<file path="config.mk">
export PLATFORM = sky130hd
export DESIGN_NAME = mem_stage_flat
export DESIGN_NICKNAME = d
export VERILOG_FILES = /design/src/rtl/mem_stage_pkg.sv /design/src/rtl/mem_stage_if.sv /design/src/rtl/mem_stage_load_extend.sv /design/src/rtl/mem_stage.sv /design/src/flat_wrapper.sv
export SDC_FILE = /design/constraint.sdc
export NUM_CORES = 1
export LEC_CHECK = 0
export BUFFER_PORTS_ARGS = -buffer_cell sky130_fd_sc_hd__buf_4
export CELL_PAD_IN_SITES_DETAIL_PLACEMENT = 1
export CELL_PAD_IN_SITES_GLOBAL_PLACEMENT = 1
export CORE_MARGIN = 4
export CORE_UTILIZATION = 35
export CTS_BUF_LIST = sky130_fd_sc_hd__clkbuf_8
export CTS_CLUSTER_DIAMETER = 80
export CTS_CLUSTER_SIZE = 16
export DETAILED_ROUTE_END_ITERATION = 8
export PLACE_DENSITY = 0.8
export SLEW_MARGIN = 25
export SYNTH_ARGS = -nofsm -noshare
export SYNTH_HDL_FRONTEND = slang
export SYNTH_SLANG_ARGS = --single-unit
</file>
<file path="constraint.sdc">
create_clock -name clk -period 2.2 [get_ports clk]
set_input_delay 0.22 -clock clk [delete_from_list [all_inputs] [get_ports clk]]
set_output_delay 0.22 -clock clk [all_outputs]
set_load 0.005 [all_outputs]
</file>
<file path="src/rtl/mem_stage_pkg.sv">
// Shared widths, load opcodes, response-FSM states and bus layouts for the MEM stage (mirrors marco.h).
// Latency: n/a (type and constant definitions only).
// Backpressure: n/a.
package mem_stage_pkg;

  localparam int EX_TO_MEM_LEN = 75;
  localparam int MEM_TO_WB_LEN = 103;
  localparam int MEM_RF_LEN    = 38;
  localparam int DEST_LEN      = 5;

  localparam logic [2:0] LD_NONE = 3'd0;
  localparam logic [2:0] LD_B    = 3'd1;
  localparam logic [2:0] LD_H    = 3'd2;
  localparam logic [2:0] LD_W    = 3'd3;
  localparam logic [2:0] LD_BU   = 3'd4;
  localparam logic [2:0] LD_HU   = 3'd5;

  // Data-SRAM response tracking for the instruction held in MEM.
  typedef enum logic [1:0] {
    IDLE = 2'd0,  // no response owed
    WAIT = 2'd1,  // request issued by EX, data_ok not yet seen
    HOLD = 2'd2   // response captured in rdata_buf, WB not yet taken it
  } resp_state_t;

  typedef struct packed {
    logic [31:0]         ex_pc;
    logic                gr_we;
    logic [DEST_LEN-1:0] dest;
    logic [31:0]         alu_result;
    logic [2:0]          load_op;
    logic                rfrom_mem;
    logic                mem_req;
  } ex_to_mem_t;

  typedef struct packed {
    logic [31:0]         mem_pc;
    logic                gr_we;
    logic [DEST_LEN-1:0] dest;
    logic [31:0]         mem_result;
    logic [31:0]         alu_result;
    logic                rfrom_mem;
  } mem_to_wb_t;

  typedef struct packed {
    logic [DEST_LEN-1:0] fwd_dest;
    logic                fwd_pending;
    logic [31:0]         fwd_result;
  } mem_rf_t;

endpackage

</file>
<file path="src/rtl/mem_stage_if.sv">
// Bundles the EX->MEM, data-SRAM response, MEM->WB and bypass signals of the MEM stage.
// Latency: n/a (wiring only).
// Backpressure: valid/allowin on both pipeline sides; slave = the MEM stage, master = its surroundings.
interface mem_stage_if;
  import mem_stage_pkg::*;

  logic                     EX_to_MEM_valid;
  logic                     MEM_allowin;
  logic [EX_TO_MEM_LEN-1:0] EX_to_MEM_BUS;
  logic                     data_sram_data_ok;
  logic [31:0]              data_sram_rdata;
  logic                     MEM_to_WB_valid;
  logic                     WB_allowin;
  logic [MEM_TO_WB_LEN-1:0] MEM_to_WB_BUS;
  logic [MEM_RF_LEN-1:0]    MEM_RF_BUS;

  modport slave (
    input  EX_to_MEM_valid, EX_to_MEM_BUS, data_sram_data_ok, data_sram_rdata, WB_allowin,
    output MEM_allowin, MEM_to_WB_valid, MEM_to_WB_BUS, MEM_RF_BUS
  );

  modport master (
    output EX_to_MEM_valid, EX_to_MEM_BUS, data_sram_data_ok, data_sram_rdata, WB_allowin,
    input  MEM_allowin, MEM_to_WB_valid, MEM_to_WB_BUS, MEM_RF_BUS
  );

endinterface

</file>
<file path="src/rtl/mem_stage_load_extend.sv">
// Selects the addressed byte/halfword lane of a load word and sign- or zero-extends it.
// Latency: combinational.
// Backpressure: none.
module load_extend
  import mem_stage_pkg::*;
(
  input  logic [31:0] raw_data,
  input  logic [1:0]  a,
  input  logic [2:0]  load_op,
  output logic [31:0] extended
);

  logic [7:0]  byte_sel;
  logic [15:0] half_sel;

  // Lane selection: byte by full offset, halfword by offset bit 1 (misalignment is not trapped here).
  always_comb begin
    byte_sel = raw_data[{a, 3'b000} +: 8];
    half_sel = a[1] ? raw_data[31:16] : raw_data[15:0];
  end

  // Extension by load opcode; non-load opcodes yield zero.
  always_comb begin
    extended = '0;
    case (load_op)
      LD_B:    extended = {{24{byte_sel[7]}}, byte_sel};
      LD_BU:   extended = {24'b0, byte_sel};
      LD_H:    extended = {{16{half_sel[15]}}, half_sel};
      LD_HU:   extended = {16'b0, half_sel};
      LD_W:    extended = raw_data;
      LD_NONE: extended = '0;
      default: extended = '0;
    endcase
  end

endmodule

</file>
<file path="src/rtl/mem_stage.sv">
// MEM pipeline stage: waits for the data-SRAM response of the held instruction, extends loads, hands off to WB; optional bypass bus under MEM_FWD_EN.
// Latency: 1 cycle register from EX; 0 extra cycles if data_ok arrives in the entry cycle, otherwise stalls until it does.
// Backpressure: MEM_allowin drops while the response is outstanding or WB refuses; an early response is parked in rdata_buf.
module mem_stage
  import mem_stage_pkg::*;
(
  input  logic         clk,
  input  logic         reset,
  mem_stage_if.slave   bus
);

  ex_to_mem_t  in_bus;
  ex_to_mem_t  bus_r;
  mem_to_wb_t  wb_bus;
  mem_rf_t     rf_bus;
  logic        mem_valid;
  logic        ready_go;
  logic        allowin;
  logic        to_wb_valid;
  logic        enter;
  logic        leave;
  resp_state_t state;
  resp_state_t state_nxt;
  logic [31:0] rdata_buf;
  logic [31:0] raw_data;
  logic [31:0] extended;
  logic [31:0] mem_result;

  assign in_bus = bus.EX_to_MEM_BUS;

  // Handshake: ready when no response is owed, the response is arriving now, or it is already buffered.
  always_comb begin
    ready_go    = !bus_r.mem_req || (state == WAIT && bus.data_sram_data_ok) || (state == HOLD);
    allowin     = !mem_valid || (ready_go && bus.WB_allowin);
    to_wb_valid = mem_valid && ready_go;
    enter       = bus.EX_to_MEM_valid && allowin;
    leave       = to_wb_valid && bus.WB_allowin;
  end

  // Stage occupancy: refreshed from EX whenever the stage can accept.
  always_ff @(posedge clk) begin
    if (reset) begin
      mem_valid <= 1'b0;
    end else if (allowin) begin
      mem_valid <= bus.EX_to_MEM_valid;
    end
  end

  // Instruction register: loads only on an actual transfer from EX.
  always_ff @(posedge clk) begin
    if (reset) begin
      bus_r <= '0;
    end else if (enter) begin
      bus_r <= in_bus;
    end
  end

  // Response FSM state register.
  always_ff @(posedge clk) begin
    if (reset) begin
      state <= IDLE;
    end else begin
      state <= state_nxt;
    end
  end

  // Response FSM next state; data_ok outside WAIT is a protocol error and is ignored.
  always_comb begin
    state_nxt = state;
    case (state)
      IDLE: begin
        if (enter && in_bus.mem_req) state_nxt = WAIT;
      end
      WAIT: begin
        if (bus.data_sram_data_ok) begin
          if (leave) state_nxt = (enter && in_bus.mem_req) ? WAIT : IDLE;
          else       state_nxt = HOLD;
        end
      end
      HOLD: begin
        if (leave) state_nxt = (enter && in_bus.mem_req) ? WAIT : IDLE;
      end
      default: state_nxt = IDLE;
    endcase
  end

  // Park the response when it arrives but WB cannot take the instruction this cycle.
  always_ff @(posedge clk) begin
    if (reset) begin
      rdata_buf <= '0;
    end else if (state == WAIT && bus.data_sram_data_ok && !leave) begin
      rdata_buf <= bus.data_sram_rdata;
    end
  end

  assign raw_data = (state == HOLD) ? rdata_buf : bus.data_sram_rdata;

  load_extend u_load_extend (
    .raw_data (raw_data),
    .a        (bus_r.alu_result[1:0]),
    .load_op  (bus_r.load_op),
    .extended (extended)
  );

  assign mem_result = bus_r.rfrom_mem ? extended : 32'b0;

  // WB bus: register contents plus the extended load result; WB selects between the two results.
  always_comb begin
    wb_bus.mem_pc     = bus_r.ex_pc;
    wb_bus.gr_we      = bus_r.gr_we;
    wb_bus.dest       = bus_r.dest;
    wb_bus.mem_result = mem_result;
    wb_bus.alu_result = bus_r.alu_result;
    wb_bus.rfrom_mem  = bus_r.rfrom_mem;
  end

`ifdef MEM_FWD_EN
  // Bypass bus: dest only while a register-writing instruction is held; pending flags a load still in flight.
  always_comb begin
    rf_bus.fwd_dest    = bus_r.dest & {DEST_LEN{bus_r.gr_we && mem_valid}};
    rf_bus.fwd_pending = mem_valid && bus_r.rfrom_mem && !ready_go;
    rf_bus.fwd_result  = bus_r.rfrom_mem ? mem_result : bus_r.alu_result;
  end
`else
  // Bypass disabled: the bus stays in place but carries nothing.
  always_comb begin
    rf_bus = '0;
  end
`endif

  assign bus.MEM_allowin     = allowin;
  assign bus.MEM_to_WB_valid = to_wb_valid;
  assign bus.MEM_to_WB_BUS   = wb_bus;
  assign bus.MEM_RF_BUS      = rf_bus;

endmodule
</file>
<file path="src/flat_wrapper.sv">
// flat-port wrapper written by rule: the top's interface ports become plain ports
module mem_stage_flat import mem_stage_pkg::*;
  (clk, reset, bus_EX_to_MEM_valid, bus_EX_to_MEM_BUS, bus_data_sram_data_ok, bus_data_sram_rdata, bus_WB_allowin, bus_MEM_allowin, bus_MEM_to_WB_valid, bus_MEM_to_WB_BUS, bus_MEM_RF_BUS);
  mem_stage_if bus_i ();
  input  logic clk;
  input  logic reset;
  input wire logic [$bits(bus_i.EX_to_MEM_valid)-1:0] bus_EX_to_MEM_valid;
  input wire logic [$bits(bus_i.EX_to_MEM_BUS)-1:0] bus_EX_to_MEM_BUS;
  input wire logic [$bits(bus_i.data_sram_data_ok)-1:0] bus_data_sram_data_ok;
  input wire logic [$bits(bus_i.data_sram_rdata)-1:0] bus_data_sram_rdata;
  input wire logic [$bits(bus_i.WB_allowin)-1:0] bus_WB_allowin;
  output wire logic [$bits(bus_i.MEM_allowin)-1:0] bus_MEM_allowin;
  output wire logic [$bits(bus_i.MEM_to_WB_valid)-1:0] bus_MEM_to_WB_valid;
  output wire logic [$bits(bus_i.MEM_to_WB_BUS)-1:0] bus_MEM_to_WB_BUS;
  output wire logic [$bits(bus_i.MEM_RF_BUS)-1:0] bus_MEM_RF_BUS;
  assign bus_i.EX_to_MEM_valid = bus_EX_to_MEM_valid;
  assign bus_i.EX_to_MEM_BUS = bus_EX_to_MEM_BUS;
  assign bus_i.data_sram_data_ok = bus_data_sram_data_ok;
  assign bus_i.data_sram_rdata = bus_data_sram_rdata;
  assign bus_i.WB_allowin = bus_WB_allowin;
  assign bus_MEM_allowin = bus_i.MEM_allowin;
  assign bus_MEM_to_WB_valid = bus_i.MEM_to_WB_valid;
  assign bus_MEM_to_WB_BUS = bus_i.MEM_to_WB_BUS;
  assign bus_MEM_RF_BUS = bus_i.MEM_RF_BUS;
  mem_stage u_core (.clk(clk), .reset(reset), .bus(bus_i));
endmodule
</file>
==> Word level (Yosys, flattened, before mapping) <==
Cells that the tools add are included.
{ "op_classes": {"reduce_logical": 15, "n_eq_ne": 10, "shift": 1, "mux": 10} }
{ "ops": {"columns": ["operator", "count"], "rows": [
  ["case mux 32 bit (5 select lines)", 1],
  ["two-way mux 32 bit", 2],
  ["indexed part select 32 x 6 -> 8 bit", 1],
  ["two-way mux 16 bit", 1],
  ["two-way mux 2 bit", 4],
  ["logical AND 1 bit", 7],
  ["== test 3 x 2 -> 1 bit, second input constant", 2],
  ["== test 3 bit, second input constant", 2],
  ["case mux 2 bit (3 select lines)", 1],
  ["!= test 2 x 1 -> 1 bit, second input constant", 2],
  ["== test 3 x 1 -> 1 bit, second input constant", 1],
  ["logical NOT 1 bit", 3],
  ["logical OR 1 bit", 3],
  ["AND reduction 3 bit", 1],
  ["== test 2 x 1 -> 1 bit, second input constant", 1],
  ["== test 2 bit, second input constant", 1],
  ["logical NOT 2 bit", 1],
  ["!= test 2 bit, second input constant", 1],
  ["two-way mux 1 bit", 1]
]} }
{ "totals": {"output_inout_bits": 143, "in_bits": 112, "reg_bits": 110} }

==> Longest topological paths before layout <==
{ "logic_depth": {"ltp_word": 12, "ltp_mapped": 7, "depth_no_buf": 4} }

==> By module <==
From an unflattened synthesis, not the netlist that was laid out.
{ "unflattened": {"cells_unflattened": 884, "hier_area_um2": 6287.3} }
{ "modules_own_cells": {"columns": ["mod", "area_per_inst_um2", "cells_each", "instances"], "rows": [
  ["mem_stage", 5301.3, 738, 1],
  ["load_extend", 985.9, 146, 1]
]} }

==> Worst setup path after synthesis <==
Ideal clock, no wire load.
{ "synth_timing": {"path_type": "reg2out", "startpoint": "register u_core.state[1]", "endpoint": "output port bus_MEM_to_WB_BUS[54]", "n_path_buf": 1, "required_time_ps": 1980, "arrival_time_ps": 1539, "stages_incl_launch_ff": 6, "path_slack_ps": 441, "cell_sequence": "dfxtp_1 -> nor2b_1 -> mux2_2 -> o32ai_4 -> buf_6 -> o21a_1"} }
{ "synth_via": {"elab_chain_len": 5, "elab_cells_between_ends": 6, "classes_between": "eq/ne (1); shift (1); mux (4)"} }
{ "synth_lines": {"columns": ["element", "line_no", "rtl"], "rows": [
  ["from (decl)", "mem_stage.sv:22", "resp_state_t state;"],
  ["from (signal assigned)", "mem_stage.sv:63", "state <= state_nxt;"],
  ["== test 2 bit *", "mem_stage.sv:96", "assign raw_data = (state == HOLD) ? rdata_buf : bus.data_sram_rdata;"],
  ["two-way mux 32 bit *", "mem_stage.sv:96", null],
  ["indexed part select 32 x 6 -> 8 bit / two-way mux 16 bit (equally long branches)", "mem_stage_load_extend.sv:18, mem_stage_load_extend.sv:19", null],
  ["case mux 32 bit (5 select lines) *", "mem_stage_load_extend.sv:25", "case (load_op)"],
  ["two-way mux 32 bit *", "mem_stage.sv:105", "assign mem_result = bus_r.rfrom_mem ? extended : 32'b0;"],
  ["to (decl)", "flat_wrapper.sv:14", "output wire logic [$bits(bus_i.MEM_to_WB_BUS)-1:0] bus_MEM_to_WB_BUS;"]
]} }
Every way passes the cells marked *; elsewhere a longest branch is shown, timed or not.

==> Worst setup path after layout <==
{ "layout_timing": {"startpoint": "register u_core.state[0]", "endpoint": "output port bus_MEM_to_WB_BUS[33]"} }
Same word-level chain as after synthesis.

==> results_tabular.tex <==
\begin{tabular}{lr}
\hline
Metric & Value \\
\hline
\multicolumn{2}{l}{\textbf{Die}} \\
\quad Chip height & 140 um \\
\quad Effective utilization at floorplan & 35.6\% \\
\quad Die area & 19700 um\^{}2 \\
\quad Die width & 140 um \\
\quad Total core area & 17200 um\^{}2 \\
\quad Floorplan row count & 48 \\
\quad Number of I/O pins & 255 \\
\multicolumn{2}{l}{\textbf{Power}} \\
\quad Total leakage power & 3.41 nW \\
\quad Switching part of the total power & 28.1\% \\
\quad Pwr Total & 4.36 mW \\
\quad Clock share of power & 29.5\% \\
\quad Cell internal pwr & 3.13 mW \\
\quad Cell Pwr Density & 554 nW/um\^{}2 \\
\quad Sw Pwr & 1.22 mW \\
\quad Max VDD drop & 370 uV \\
\quad Portion of total power attributed to combinational logic & 21.1\% \\
\quad Sequential cell fraction of total power & 49.4\% \\
\multicolumn{2}{l}{\textbf{Detailed routing}} \\
\quad Number of nets with antenna violations after detailed routing & 0 \\
\quad Routed via count & 5735 \\
\quad Total DRC errors in the routed layout & 0 \\
\quad First drt pass iteration count & 5 \\
\quad Initial DRC Count & 292 \\
\quad DRT Wirelength & 19.7 mm \\
\quad DR WL/cell & 17.0 um \\
\quad Average via count per standard cell & 4.94 \\
\multicolumn{2}{l}{\textbf{Place}} \\
\quad Post-Place Worst Slack & 0.174 ns \\
\quad Global placer's final weighted congestion & 0.790 \\
\quad Post-detail-place hpwl & 13.8 mm \\
\quad Placed Instances & 1130 \\
\quad Placed cell areas & 7320 um\^{}2 \\
\quad Port Buf Inserts & 216 \\
\multicolumn{2}{l}{\textbf{Layout}} \\
\quad Final Instance Count excl. Fillers & 1160 \\
\quad Final Cell Area & 7860 um\^{}2 \\
\quad Layout cells sized above 1 & 35.7\% \\
\quad Area Overhead vs Synth & 28.2\% \\
\quad Antenna diode count & 0 \\
\quad Filler cells & 2119 \\
\quad Nets@finish & 1043 \\
\quad Most frequent cells in the layout & 247 x sky130\_fd\_sc\_hd\_\_buf\_4, 234 x sky130\_fd\_sc\_hd\_\_nand2\_1, 126 x sky130\_fd\_sc\_hd\_\_a21oi\_1, 104 x sky130\_fd\_sc\_hd\_\_dfxtp\_1, 38 x sky130\_fd\_sc\_hd\_\_conb\_1 \\
\quad Leading cell type in the layout, fill and taps excluded & sky130\_fd\_sc\_hd\_\_buf\_4 \\
\multicolumn{2}{l}{\textbf{Critical path}} \\
\quad Setup slack, reg-to-reg & 0.38 ns \\
\quad Required time at the endpoint of the critical path & 1.98 ns \\
\quad Worst r2r path cells & 6 \\
\quad R2r startpoint & u\_core.state[0] \\
\quad End of the worst register-to-register path & u\_core.state[0] \\
\quad Type of the setup path with the least slack & register to output pin \\
\quad Critical path arrival & 2.05 ns \\
\quad Kind of start point of the critical path & register \\
\quad Sort of element at the end of the critical path & output pin \\
\quad Largest fanout of any net on the critical path & 8 \\
\multicolumn{2}{l}{\textbf{STA}} \\
\quad Achievable clock frequency & 441 MHz \\
\quad Worst-case clock skew & 0.00698 ns \\
\quad Setup-failing EPs final & 23 \\
\quad Setup repair after global routing missed its margin & yes \\
\quad Worst-margin pin slew & 0.504 ns \\
\quad Worst-case headroom to the max-slew limit & 66.4\% \\
\quad Hold violation count in the final report & 0 \\
\quad Max Transition Viols Final & 0 \\
\quad Post-route minimum period & 2.27 ns \\
\quad Accumulated negative setup slack & -0.697 ns \\
\quad Final worst-path setup slack & -0.0667 ns \\
\quad Fin crit share & 103\% \\
\multicolumn{2}{l}{\textbf{Outcome}} \\
\quad Failing checks & setup timing \\
\quad Outcome & finished with violations \\
\multicolumn{2}{l}{\textbf{GRT}} \\
\quad Total overflow reported by the global router & 0 \\
\quad Number of antenna violations at the first check in global routing & 0 \\
\quad Total GRT Usage & 19.6\% \\
\quad Vias in the first global route & 5941 \\
\quad Wire length of the first global-routing pass & 31.0 mm \\
\quad Largest net degree at the start of global routing & 59 \\
\multicolumn{2}{l}{\textbf{Yosys}} \\
\quad Mean instance size in the synthesized netlist & 7.78 um\^{}2 \\
\quad Sequential area share after synthesis & 35.9\% \\
\quad Mapped Cells & 788 \\
\quad Number of synthesized register bits & 110 \\
\quad Fraction of registers with async set/reset & 0\% \\
\quad Yosys synthesis warning count & 0 \\
\quad Most used DFF post-synth & sky130\_fd\_sc\_hd\_\_dfxtp\_1 \\
\quad Number of flops mapped to enable cells by yosys & 0 \\
\quad Cell Area, Synth & 6130 um\^{}2 \\
\quad Number of distinct library cells after synthesis & 45 \\
\multicolumn{2}{l}{\textbf{Worst hold path}} \\
\quad Worst hold stages & 3 \\
\quad Type of the most critical hold path & input pin to register \\
\quad Endpoint of the worst hold-timing path & u\_core.bus.MEM\_to\_WB\_BUS[2] \\
\quad Min-Delay Startpoint & bus\_EX\_to\_MEM\_BUS[6] \\
\multicolumn{2}{l}{\textbf{CTS}} \\
\quad Total number of H-tree levels & 3 \\
\quad Clock slew seen by the registers of the worst setup and hold paths & 0.10 ns \\
\quad Inserted Clock Buffers & 9 \\
\quad Clock buffer depth & 2 \\
\quad CTS tree & done \\
\quad CTS Hold Bufs & 0 \\
\quad Clock latency on the worst-skew pair & 0.39 ns \\
\quad Number of sinks driven by the clock tree & 110 \\
\quad Cell at the root of the clock tree & sky130\_fd\_sc\_hd\_\_clkbuf\_8 \\
\multicolumn{2}{l}{\textbf{Flow run}} \\
\quad Max capacitance violation total & 0 \\
\hline
\end{tabular}
routing by layer:
metal  GRT usage (%)  part of all wire [%]  vias to the layer above
li1                -                     -                     2753
met1            22.4                    39                     2732
met2            33.4                    50                      202
met3            5.02                   6.6                       48
met4            10.8                   4.3                        0
met5               0                     0                        -
worst max-delay path by stage:
stage	slack, ns	startpoint	end
floorplan	0.44	u_core.state[1]	bus_MEM_to_WB_BUS[54]
global route	-0.15	u_core.state[0]	bus_MEM_to_WB_BUS[41]
CTS	-0.1	u_core.state[0]	bus_MEM_to_WB_BUS[33]
global placement	0.20	u_core.state[0]	bus_MEM_to_WB_BUS[36]
finish	-0.07	u_core.state[0]	bus_MEM_to_WB_BUS[33]
detailed placement	0.17	u_core.state[1]	bus_MEM_to_WB_BUS[45]
logic make-up (layout without fill, tap and decap cells):
family                     after synthesis  count (layout)  synth area share [%]
AOI/OAI and AO/OA                      193             193                  19.0
buffers and inverters                  175             285                  19.0
adders and majority gates                1               1                 0.163
and+or+nand+nor                        275             275                  18.7
other                                    1              38                0.0611
muxes                                   32              32                  6.96
DFF                                    110             110                  35.9
xor gates and xnor gates                 1               1                 0.143
worst max-delay path, stage by stage (launching register included):
cell                       delay (ns)
sky130_fd_sc_hd__dfxtp_4         0.38
sky130_fd_sc_hd__nand2b_4        0.20
sky130_fd_sc_hd__buf_12          0.15
sky130_fd_sc_hd__mux4_2          0.55
sky130_fd_sc_hd__a22oi_2         0.18
sky130_fd_sc_hd__a21oi_2         0.07
sky130_fd_sc_hd__buf_4           0.13
cells in the mapped netlist (2+ instances only):
master                      number  area share (%)
sky130_fd_sc_hd__nand2_1       234              14
sky130_fd_sc_hd__a221oi_1        7             1.0
sky130_fd_sc_hd__nand3b_1        5            0.61
sky130_fd_sc_hd__and2_1          2            0.20
sky130_fd_sc_hd__dfxtp_1       110              36
sky130_fd_sc_hd__a2bb2oi_1       7             1.0
sky130_fd_sc_hd__o21ai_0         9            0.73
sky130_fd_sc_hd__nor2b_1        11             1.1
sky130_fd_sc_hd__mux2_2         11             2.0
sky130_fd_sc_hd__buf_2          17             1.4
sky130_fd_sc_hd__a32o_1          2            0.33
sky130_fd_sc_hd__mux4_2          7             2.6
sky130_fd_sc_hd__a21oi_1       133              11
sky130_fd_sc_hd__o21a_1         17             2.1
sky130_fd_sc_hd__nor3b_1         7            0.86
sky130_fd_sc_hd__mux2i_1        13             2.1
sky130_fd_sc_hd__nor2_1          5            0.31
sky130_fd_sc_hd__clkbuf_1       24             1.5
sky130_fd_sc_hd__a22oi_1         7            0.86
sky130_fd_sc_hd__buf_4         114              14
sky130_fd_sc_hd__buf_6           8             1.5
sky130_fd_sc_hd__inv_1          10            0.61
sky130_fd_sc_hd__nand2b_1        6            0.61
power groups by stage:
stage / clock, mW / combinational, mW / sequential [mW]
6_report: 1.28 / 0.921 / 2.15
3_3_place_gp: 0 / 0.849 / 2.19
4_1_cts: 1.35 / 0.927 / 2.15
2_1_floorplan: 0 / 0.591 / 2.18
5_1_grt: 1.42 / 1.01 / 2.17
3_5_place_dp: 0 / 0.863 / 2.20
stage by stage:
stage | util, % | hold WS [ns]
floorplan | - | 0.349
global placement | 42.5 | 0.439
finish | 45.6 | 0.0640
CTS | 45.5 | 0.0328
detailed placement | 42.5 | 0.447
global route | 45.6 | 0.0398
repair_timing:
item / 4_1_cts / 5_1_grt
buffers inserted: 16 / 0
setup endpoints to repair: 32 / 32
gates cloned: 1 / 0
pin swaps: 37 / 7
gates resized for setup: 46 / 18
cell type report:
| cell class | count | area, um^2 | area share, % |
|---|---|---|---|
| multi-input combinational | 540 | 3080 | 39.2 |
| timing repair buffer | 260 | 2040 | 26.0 |
| sequential | 110 | 2220 | 28.2 |
| inverter | 10 | 37.5 | 0.478 |
| clock buffer | 11 | 151 | 1.93 |
| tap | 225 | 282 | 3.58 |
| clock inverter | 4 | 47.5 | 0.605 |
flip-flops by register name, summed over array words and instances, names as in the netlist:
register and flops:
u_core.bus.MEM_to_WB_BUS 71, u_core.bus_r 4, u_core.mem_valid 1, u_core.rdata_buf 32, u_core.state 2
Power figures use the tool's default switching activity.
